==> config.mk <==
export PLATFORM = sky130hd
export DESIGN_NAME = iic_target_regfile_flat
export DESIGN_NICKNAME = d
export VERILOG_FILES = /design/src/rtl/iic_target_regfile_if.sv /design/src/rtl/iic_target_regfile.sv /design/src/flat_wrapper.sv
export SDC_FILE = /design/constraint.sdc
export NUM_CORES = 1
export LEC_CHECK = 0
export ABC_AREA = 1
export BUFFER_PORTS_ARGS = -buffer_cell sky130_fd_sc_hd__buf_2
export CORE_AREA = 2 2 67 100
export CTS_CLUSTER_SIZE = 8
export DETAILED_ROUTE_END_ITERATION = 7
export DIE_AREA = 0 0 69 102
export PLACE_DENSITY = 0.84
export SLEW_MARGIN = 20
export SYNTH_ARGS = -nofsm -noshare
export SYNTH_HDL_FRONTEND = slang
export SYNTH_SLANG_ARGS = --single-unit
==> constraint.sdc <==
create_clock -name CLK_IN -period 3.7 [get_ports CLK_IN]
set_input_delay 0.37 -clock CLK_IN [delete_from_list [all_inputs] [get_ports CLK_IN]]
set_output_delay 0.37 -clock CLK_IN [all_outputs]
set_load 0.03 [all_outputs]
==> src/rtl/iic_target_regfile_if.sv <==
// Bus bundle between the I2C target and its surroundings: the open-drain
// IIC pins on one side and the synchronous register-file port on the other.
interface iic_target_regfile_if;
    logic       IIC_SCL_IN;
    logic       IIC_SDA_IN;
    logic       IIC_SDA_OE;
    logic [7:0] MEM_ADDR;
    logic [7:0] MEM_WD;
    logic       MEM_WE;
    logic       MEM_RE;
    logic [7:0] MEM_RD;
    logic       BUSY_OUT;

    modport slave (
        input  IIC_SCL_IN, IIC_SDA_IN, MEM_RD,
        output IIC_SDA_OE, MEM_ADDR, MEM_WD, MEM_WE, MEM_RE, BUSY_OUT
    );

    modport master (
        output IIC_SCL_IN, IIC_SDA_IN, MEM_RD,
        input  IIC_SDA_OE, MEM_ADDR, MEM_WD, MEM_WE, MEM_RE, BUSY_OUT
    );
endinterface

==> src/rtl/iic_target_regfile.sv <==
// I2C target that maps bus byte writes/reads onto a register-file port
// through an auto-incrementing 8-bit word pointer.
//
// state       | meaning
// ------------+--------------------------------------------------------
// ST_IDLE     | bus ignored until START
// ST_DEV      | shifting in device address + R/W
// ST_DEV_ACK  | driving address ACK; read issues MEM_RE on the ACK clock
// ST_WADR     | shifting in word pointer
// ST_WADR_ACK | driving pointer ACK
// ST_WDAT     | shifting in write data; 8th bit fires MEM_WE
// ST_WDAT_ACK | driving data ACK
// ST_RDAT     | shifting out read data, MSB first
// ST_RDAT_ACK | sampling master ACK/NACK
module iic_target_regfile #(
    parameter logic [6:0] DEV_AD     = 7'b101_0000,
    parameter int         FILTER_LEN = 3,
    parameter logic [7:0] HOLD_CYC   = 8'd60
) (
    input logic                 CLK_IN,
    input logic                 SYS_RSTn,
    iic_target_regfile_if.slave bus
);

    typedef enum logic [3:0] {
        ST_IDLE, ST_DEV, ST_DEV_ACK, ST_WADR, ST_WADR_ACK,
        ST_WDAT, ST_WDAT_ACK, ST_RDAT, ST_RDAT_ACK
    } state_t;

    localparam logic [2:0] FLT_TC    = 3'(FILTER_LEN - 1);
    // A zero hold would never expire on a down-counter that fires at 1.
    localparam logic [7:0] HOLD_LOAD = (HOLD_CYC == 8'd0) ? 8'd1 : HOLD_CYC;

    // index 0 = SCL, index 1 = SDA
    logic [1:0]      sync1_q, sync1_d;
    logic [1:0]      sync2_q, sync2_d;
    logic [1:0]      flt_q, flt_d;
    logic [1:0]      flt_prev_q, flt_prev_d;
    logic [1:0][2:0] fcnt_q, fcnt_d;

    state_t     state_q, state_d;
    logic [2:0] bit_cnt_q, bit_cnt_d;
    logic [7:0] rx_q, rx_d;
    logic [7:0] tx_q, tx_d;
    logic       rw_q, rw_d;
    logic [7:0] ptr_q, ptr_d;
    logic [7:0] wd_q, wd_d;
    logic       we_q, we_d;
    logic       re_q, re_d;
    logic       re_dly_q, re_dly_d;
    logic       oe_q, oe_d;
    logic       busy_q, busy_d;
    logic [7:0] hold_q, hold_d;

    logic       scl, sda, scl_prev, sda_prev;
    logic       scl_rise, scl_fall, start_det, stop_det;
    logic [7:0] rx_byte;
    logic       oe_sel;

    assign scl       = flt_q[0];
    assign sda       = flt_q[1];
    assign scl_prev  = flt_prev_q[0];
    assign sda_prev  = flt_prev_q[1];
    assign scl_rise  = scl & ~scl_prev;
    assign scl_fall  = ~scl & scl_prev;
    assign start_det = ~sda & sda_prev & scl & scl_prev;
    assign stop_det  = sda & ~sda_prev & scl & scl_prev;
    assign rx_byte   = {rx_q[6:0], sda};

    // SDA level to present once the hold time after SCL fall has elapsed.
    assign oe_sel = (state_q == ST_DEV_ACK) || (state_q == ST_WADR_ACK) ||
                    (state_q == ST_WDAT_ACK) || ((state_q == ST_RDAT) && !tx_q[7]);

    assign bus.IIC_SDA_OE = oe_q;
    assign bus.MEM_ADDR   = ptr_q;
    assign bus.MEM_WD     = wd_q;
    assign bus.MEM_WE     = we_q;
    assign bus.MEM_RE     = re_q;
    assign bus.BUSY_OUT   = busy_q;

    // Synchronise the pins, then accept a new level only after FILTER_LEN equal samples.
    always_comb begin
        sync1_d    = {bus.IIC_SDA_IN, bus.IIC_SCL_IN};
        sync2_d    = sync1_q;
        flt_d      = flt_q;
        flt_prev_d = flt_q;
        fcnt_d     = fcnt_q;
        for (int i = 0; i < 2; i++) begin
            if (sync2_q[i] == flt_q[i]) begin
                fcnt_d[i] = FLT_TC;
            end else if (fcnt_q[i] == 3'd0) begin
                flt_d[i]  = sync2_q[i];
                fcnt_d[i] = FLT_TC;
            end else begin
                fcnt_d[i] = fcnt_q[i] - 3'd1;
            end
        end
    end

    // Input path registers; the bus idles high.
    always_ff @(posedge CLK_IN or negedge SYS_RSTn) begin
        if (!SYS_RSTn) begin
            sync1_q    <= 2'b11;
            sync2_q    <= 2'b11;
            flt_q      <= 2'b11;
            flt_prev_q <= 2'b11;
            fcnt_q     <= {FLT_TC, FLT_TC};
        end else begin
            sync1_q    <= sync1_d;
            sync2_q    <= sync2_d;
            flt_q      <= flt_d;
            flt_prev_q <= flt_prev_d;
            fcnt_q     <= fcnt_d;
        end
    end

    // Protocol FSM, SDA hold timer and register-file strobes.
    always_comb begin
        state_d   = state_q;
        bit_cnt_d = bit_cnt_q;
        rx_d      = rx_q;
        tx_d      = tx_q;
        rw_d      = rw_q;
        ptr_d     = ptr_q;
        wd_d      = wd_q;
        we_d      = 1'b0;
        re_d      = 1'b0;
        re_dly_d  = re_q;
        oe_d      = oe_q;
        busy_d    = busy_q;
        hold_d    = hold_q;

        // MEM_RD is valid the cycle after MEM_RE; the pointer advances after each write.
        if (re_dly_q) tx_d = bus.MEM_RD;
        if (we_q)     ptr_d = ptr_q + 8'd1;

        if (scl_fall) begin
            hold_d = HOLD_LOAD;
        end else if (hold_q != 8'd0) begin
            hold_d = hold_q - 8'd1;
            if (hold_q == 8'd1) oe_d = oe_sel;
        end

        if (scl_rise) begin
            case (state_q)
                ST_DEV: begin
                    rx_d      = rx_byte;
                    bit_cnt_d = bit_cnt_q + 3'd1;
                    if (bit_cnt_q == 3'd7) begin
                        if (rx_byte[7:1] == DEV_AD) begin
                            state_d = ST_DEV_ACK;
                            rw_d    = rx_byte[0];
                            busy_d  = 1'b1;
                        end else begin
                            state_d = ST_IDLE;
                        end
                    end
                end
                ST_DEV_ACK: begin
                    bit_cnt_d = 3'd0;
                    if (rw_q) begin
                        state_d = ST_RDAT;
                        re_d    = 1'b1;
                    end else begin
                        state_d = ST_WADR;
                    end
                end
                ST_WADR: begin
                    rx_d      = rx_byte;
                    bit_cnt_d = bit_cnt_q + 3'd1;
                    if (bit_cnt_q == 3'd7) begin
                        ptr_d   = rx_byte;
                        state_d = ST_WADR_ACK;
                    end
                end
                ST_WADR_ACK, ST_WDAT_ACK: begin
                    bit_cnt_d = 3'd0;
                    state_d   = ST_WDAT;
                end
                ST_WDAT: begin
                    rx_d      = rx_byte;
                    bit_cnt_d = bit_cnt_q + 3'd1;
                    if (bit_cnt_q == 3'd7) begin
                        wd_d    = rx_byte;
                        we_d    = 1'b1;
                        state_d = ST_WDAT_ACK;
                    end
                end
                ST_RDAT: begin
                    tx_d      = {tx_q[6:0], 1'b0};
                    bit_cnt_d = bit_cnt_q + 3'd1;
                    if (bit_cnt_q == 3'd7) state_d = ST_RDAT_ACK;
                end
                ST_RDAT_ACK: begin
                    bit_cnt_d = 3'd0;
                    if (!sda) begin
                        ptr_d   = ptr_q + 8'd1;
                        re_d    = 1'b1;
                        state_d = ST_RDAT;
                    end else begin
                        state_d = ST_IDLE;
                    end
                end
                default: ;
            endcase
        end

        // START/STOP abort whatever is in flight; a partial byte never strobes.
        if (start_det || stop_det) begin
            state_d   = start_det ? ST_DEV : ST_IDLE;
            bit_cnt_d = 3'd0;
            oe_d      = 1'b0;
            busy_d    = 1'b0;
            hold_d    = 8'd0;
            we_d      = 1'b0;
            re_d      = 1'b0;
        end
    end

    // FSM and datapath registers.
    always_ff @(posedge CLK_IN or negedge SYS_RSTn) begin
        if (!SYS_RSTn) begin
            state_q   <= ST_IDLE;
            bit_cnt_q <= 3'd0;
            rx_q      <= 8'd0;
            tx_q      <= 8'd0;
            rw_q      <= 1'b0;
            ptr_q     <= 8'd0;
            wd_q      <= 8'd0;
            we_q      <= 1'b0;
            re_q      <= 1'b0;
            re_dly_q  <= 1'b0;
            oe_q      <= 1'b0;
            busy_q    <= 1'b0;
            hold_q    <= 8'd0;
        end else begin
            state_q   <= state_d;
            bit_cnt_q <= bit_cnt_d;
            rx_q      <= rx_d;
            tx_q      <= tx_d;
            rw_q      <= rw_d;
            ptr_q     <= ptr_d;
            wd_q      <= wd_d;
            we_q      <= we_d;
            re_q      <= re_d;
            re_dly_q  <= re_dly_d;
            oe_q      <= oe_d;
            busy_q    <= busy_d;
            hold_q    <= hold_d;
        end
    end

endmodule

==> src/flat_wrapper.sv <==
// flat-port wrapper written by rule: the top's interface ports become plain ports
module iic_target_regfile_flat 
#(
    parameter logic [6:0] DEV_AD     = 7'b101_0000,
    parameter int         FILTER_LEN = 3,
    parameter logic [7:0] HOLD_CYC   = 8'd60
)
  (CLK_IN, SYS_RSTn, bus_IIC_SCL_IN, bus_IIC_SDA_IN, bus_MEM_RD, bus_IIC_SDA_OE, bus_MEM_ADDR, bus_MEM_WD, bus_MEM_WE, bus_MEM_RE, bus_BUSY_OUT);
  iic_target_regfile_if bus_i ();
  input logic CLK_IN;
  input logic SYS_RSTn;
  input wire logic [$bits(bus_i.IIC_SCL_IN)-1:0] bus_IIC_SCL_IN;
  input wire logic [$bits(bus_i.IIC_SDA_IN)-1:0] bus_IIC_SDA_IN;
  input wire logic [$bits(bus_i.MEM_RD)-1:0] bus_MEM_RD;
  output wire logic [$bits(bus_i.IIC_SDA_OE)-1:0] bus_IIC_SDA_OE;
  output wire logic [$bits(bus_i.MEM_ADDR)-1:0] bus_MEM_ADDR;
  output wire logic [$bits(bus_i.MEM_WD)-1:0] bus_MEM_WD;
  output wire logic [$bits(bus_i.MEM_WE)-1:0] bus_MEM_WE;
  output wire logic [$bits(bus_i.MEM_RE)-1:0] bus_MEM_RE;
  output wire logic [$bits(bus_i.BUSY_OUT)-1:0] bus_BUSY_OUT;
  assign bus_i.IIC_SCL_IN = bus_IIC_SCL_IN;
  assign bus_i.IIC_SDA_IN = bus_IIC_SDA_IN;
  assign bus_i.MEM_RD = bus_MEM_RD;
  assign bus_IIC_SDA_OE = bus_i.IIC_SDA_OE;
  assign bus_MEM_ADDR = bus_i.MEM_ADDR;
  assign bus_MEM_WD = bus_i.MEM_WD;
  assign bus_MEM_WE = bus_i.MEM_WE;
  assign bus_MEM_RE = bus_i.MEM_RE;
  assign bus_BUSY_OUT = bus_i.BUSY_OUT;
  iic_target_regfile #(.DEV_AD(DEV_AD), .FILTER_LEN(FILTER_LEN), .HOLD_CYC(HOLD_CYC)) u_core (.CLK_IN(CLK_IN), .SYS_RSTn(SYS_RSTn), .bus(bus_i));
endmodule
### After elaboration in Yosys (flattened, before gate mapping)

Cells that the tools add are included.

| cells by class | value |
|---|---|
| multiply operators | 0 |
| bitwise operators | 14 |
| reductions and logical operators | 31 |
| add/subtract/negate cells | 5 |
| eq/ne operators | 18 |
| div/mod/pow operators | 0 |
| shift-type cells | 0 |
| multiplexer cells | 47 |
| $lt $le $gt $ge | 0 |

Operators with widths:

| kind | count |
|---|---|
| 2-to-1 mux 8 bit | 10 |
| case mux 4 bit (7 select lines) | 1 |
| 2-to-1 mux 3 bit | 8 |
| 2-to-1 mux 4 bit | 6 |
| 2-to-1 mux 1 bit | 18 |
| == test 4 x 3 -> 1 bit, second input constant | 4 |
| case mux 8 bit (2 select lines) | 1 |
| nonzero test 8 bit | 2 |
| nonzero test 2 bit | 6 |
| != test 3 x 1 -> 1 bit, second input constant | 3 |
| adder 8 x 1 -> 8 bit, second input constant | 1 |
| bitwise AND 1 bit | 8 |
| == test 4 x 2 -> 1 bit, second input constant | 2 |
| == test 8 x 1 -> 1 bit, second input constant | 1 |
| AND reduction 2 bit | 4 |
| AND reduction 4 bit | 2 |
| OR reduction 4 bit | 2 |
| subtractor 8 x 1 -> 8 bit, second input constant | 1 |
| == test 7 bit, second input constant | 1 |
| logical NOT 3 bit | 2 |
| inverter 1 bit | 6 |
| case mux 3 bit (2 select lines) | 1 |
| AND reduction 3 bit | 2 |
| AND reduction 6 bit | 1 |
| 16 further kinds | 22 |

| storage, ports and cells | value |
|---|---|
| word-level logic and storage cells | 135 |
| memory bits (writable) | 0 |
| input port bits | 12 |
| memories | 0 |
| memory bits (read-only) | 0 |
| flip-flop bits (word level) | 66 |
| bits in latches | 0 |

### Logic depth before layout (Yosys ltp)

| logic depth | value |
|---|---|
| word-level depth | 8 |
| depth in mapped cells | 12 |
| depth with buffers taken out | 12 |

### Worst setup path after synthesis

No wires, ideal clock.

| timing | value |
|---|---|
| path type | reg2reg |
| from | reg u_core.ptr_q[0] (netlist: u_core.bus.MEM_ADDR[0]) |
| to | reg u_core.ptr_q[4] (netlist: u_core.bus.MEM_ADDR[4]) |
| arrival | 1.463 ns |
| setup slack | 2.120 ns |
| buffers on the path | 0 |
| cell stages (with the launch flop) | 11 |
| path through | dfrtp_1 ha_1 nand2_1 inv_1 nand2_1 nand3_1 nand2_1 o21ai_0 nand3_1 nand2_1 nand2_1 |

| on the way | value |
|---|---|
| word-level cells in the longest chain between the ends | 5 |
| elaborated cells between the ends (all ways) | 6 |
| classes of those cells | 1 x add/sub; 5 x mux |

RTL lines:

| item | RTL line | text |
|---|---|---|
| start: declaration | iic_target_regfile.sv:46 | `logic [7:0] ptr_q, ptr_d;` |
| start signal: assignment | iic_target_regfile.sv:242 | `ptr_q <= ptr_d;` |
| adder 8 x 1 -> 8 bit * | iic_target_regfile.sv:135, iic_target_regfile.sv:197 |  |
| 2-to-1 mux 8 bit | iic_target_regfile.sv:135 | `if (we_q) ptr_d = ptr_q + 8'd1;` |
| 2-to-1 mux 8 bit (on tied branches) | iic_target_regfile.sv:196, iic_target_regfile.sv:171 |  |
| case mux 8 bit (2 select lines) | iic_target_regfile.sv:145 | `case (state_q)` |
| 2-to-1 mux 8 bit * | iic_target_regfile.sv:144 | `if (scl_rise) begin` |
| via u_core.ptr_d[4] | iic_target_regfile.sv:46 |  |

The timed path passes the listed nets; every way through them passes the cells marked *.
A chain may end at the register's enable or synchronous reset.

### Worst setup path after layout

| timing | value |
|---|---|
| from | reg u_core.flt_q[0] (netlist: u_core.flt_prev_d[0]) |
| to | reg u_core.wd_q[3] (netlist: u_core.bus.MEM_WD[3]) |

| on the way | value |
|---|---|
| word-level cells in the longest chain between the ends | 2 |

RTL lines:

| item | RTL line | text |
|---|---|---|
| start: declaration | iic_target_regfile.sv:37 | `logic [1:0] flt_q, flt_d;` |
| start signal: assignment | iic_target_regfile.sv:111 | `flt_q <= flt_d;` |
| bitwise AND 1 bit | iic_target_regfile.sv:64 | `assign scl_rise = scl & ~scl_prev;` |
| AND reduction 3 bit (no source line) | -- |  |
| end signal: assignment | iic_target_regfile.sv:243 | `wd_q <= wd_d;` |
| end: declaration | iic_target_regfile.sv:47 | `logic [7:0] wd_q, wd_d;` |

No other way between the ends.

==> impl_metrics.ini <==
[run_status]
outcome = complete, no violations

[global_route]
track_usage_pct = 24.0
grt_pass1_wl_um = 13700
grt-ovfl-total = 0
antenna_found_initial = 0
grt_max_degree = 40
grt_pass1_vias = 3105

[detailed_routing]
wirelength_um = 7760
vias = 3082
drtIter0Drc = 172
dr.pass1.iters = 4
ant_nets = 0
drcViolationCount = 0
via_per_inst = 5.39
wl_per_cell_um = 13.6

[clocking]
cts_max_path_buffers = 2
cts_resized = 0
cts_buffers = 9
cts_hold_buffers = 0
numClockSinks = 66
cts_tree = yes
clock_latency_ns = 0.34
postCtsSetupBuffers = 0
clk_pin_slew_ns = 0.07
h-tree-depth = 3
cts_root_buffer = clkbuf_8

[finish]
n_antenna_cell = 0
final_common_cell = nand2_1
post-route-util_pct = 65.1
stdcell_count = 572
nets = 515
drive_above_1_share_pct = 20.1
layout_common_cells = nand2_1, inv_1, dfrtp_1
area_growth_pct = 11.4

[synthesis]
synth-seq-cells = 66
synthTopCellsByArea = dfrtp_1, nand2_1, dfstp_2
syn-cell-area_um2 = 3580
yosysSeqAreaShare_pct = 46.5
synth_top_area_share_pct = 39.1
synth_ff_type = dfrtp_1
synthDistinctLibCells = 35
synth_area_per_cell_um2 = 7.80
synth_nets = 481
synth_warnings = 0
ys_async_sr_fraction_pct = 100
synth-edff-count = 0
synth_area_leader_cell = dfrtp_1
synthCells = 459

[floorplan]
dieArea_um2 = 7040
die_w_um = 69
start_util_pct = 58.4
top_level_ports = 32
die_h_um = 102
core_um2 = 6130
rows = 35

[hold_path]
hold_class = in -> reg

[pwr]
pwr-share-comb_pct = 22.7
p_leak_nw = 2.11
power.density_nw_per_um2 = 509
pwr-share-clk_pct = 32.1
p_sw_mw = 0.655
peakVddDrop_mv = 0.294
pwr-share-seq_pct = 45.1
internal_power_mw = 1.37
swShare_pct = 32.3

[sta]
finalSetupTns_ns = 0
final_max_slew_viol_count = 0
timing.slew.headroom_pct = 43.6
setup-violations-final = 0
tightest_slew_ns = 0.846
max_freq_ghz = 0.495
final-hold-violation-count = 0
clock_skew_ns = 0.00627
rsz0062_at_grt = no
period_needed_ns = 2.02
fin_crit_sh_pct = 54.6

[placement]
routabilityCongestion = 0.882
dp_cells = 556
hpwl_um = 5750
portBuffers = 31

[worst_setup_path]
crit_arrival_ns = 2.25
required_ns = 3.93
crit_fanout = 17
reg2reg_slack_ns = 1.68
end_kind = flop
critPathKind = reg -> reg
start_kind = flop

[flow_run]
drv.max_cap_violation_count = 0
[power by group through the flow]
stage | Sequential (mW) | Clock (mW) | Combinational (mW)
2_1_floorplan | 0.899 | 0 | 0.372
3_3_place_gp | 0.924 | 0 | 0.435
3_5_place_dp | 0.929 | 0 | 0.463
4_1_cts | 0.917 | 0.661 | 0.466
5_1_grt | 0.931 | 0.692 | 0.547
6_report | 0.916 | 0.652 | 0.462
[per-stage QoR]
step | power, mW | area [um^2] | hold WS [ns] | worst slack (ns)
floorplan | 1.27 | 3580 | 0.0744 | 2.12
CTS | 2.04 | 3990 | 0.110 | 1.66
finish | 2.03 | 3990 | 0.118 | 1.68
global route | 2.17 | 3990 | 0.106 | 1.50
detailed placement | 1.39 | 3780 | 0.349 | 1.67
global placement | 1.36 | 3780 | 0.347 | 1.80
[cell usage after synthesis (2+ instances only)]
cell and number:
dfstp_2 10, nor3_1 3, nand2_1 141, xnor2_1 2
clkbuf_1 2, buf_6 2, a31oi_1 9, nor2_1 36
nand4_1 3, inv_2 9, o21ai_2 15, xor2_1 5
buf_2 2, o21ai_0 18, ha_1 10, buf_4 2
or2_2 2, nand3_1 34, nor2_2 10, inv_1 59
nand3_2 3, nor2_4 2, dfrtp_1 56, a21oi_1 10
o21ai_1 4
[cell families (layout without fill, tap and decap cells)]
kind of cell,count (synthesis),count (layout),synth area share [%]
flops,66,66,46.5
xor+xnor,7,7,1.71
simple gates,240,240,29.1
buf+inv,77,116,8.77
compound gates,59,59,10.4
fa+ha+maj,10,10,3.49
[layer usage]
metal | vias up | part of all wire, % | GRT usage, %
li1 | 1516 | - | -
met1 | 1454 | 40 | 27.7
met2 | 92 | 53 | 44.5
met3 | 20 | 4.6 | 3.16
met4 | 0 | 2.2 | 10.7
met5 | - | 0 | 0
[cell type report]
| cell class | instances | area, um^2 |
|---|---|---|
| inverters | 68 | 255 |
| clock inverters | 5 | 78.8 |
| repair buffers | 32 | 163 |
| fillers | 520 | 2140 |
| flip-flops and latches | 66 | 1660 |
| well taps | 74 | 92.6 |
| clock buffers | 11 | 131 |
| multi-input cells | 316 | 1600 |
[worst paths after layout]
kind	startpoint	end	cells past startpoint
worst max-delay path	u_core.flt_prev_d[0]	u_core.bus.MEM_WD[3]	7
worst min-delay path	bus_IIC_SCL_IN	u_core.sync1_q[0]	1
worst max register to register	u_core.flt_prev_d[0]	u_core.bus.MEM_WD[3]	7
worst min register to register	u_core.sync1_q[1]	u_core.sync2_q[1]	0
max in group asynchronous	SYS_RSTn	u_core.bit_cnt_q[1]	2
min in group asynchronous	SYS_RSTn	u_core.hold_q[5]	1
[state kept, by name, indices dropped and copies added, names as in the netlist, 2 cells and up]
register and cells:
u_core.bus.MEM_ADDR 8, u_core.bus.MEM_WD 8, u_core.hold_q 8, u_core.tx_q 8, u_core.rx_q 7, u_core.fcnt_q 6, u_core.state_q 4, u_core.bit_cnt_q 3
u_core.flt_prev_d 2, u_core.flt_prev_q 2, u_core.sync1_q 2, u_core.sync2_q 2
[worst max-delay path: stages, from the launching register on]
cell and delay, ns:
dfstp_2 0.57, inv_2 0.06, nor2_2 0.49, inv_1 0.23, nor2_2 0.20, nand2_4 0.17
nand2_1 0.12, o21ai_2 0.06
Power figures use the tool's default switching activity.
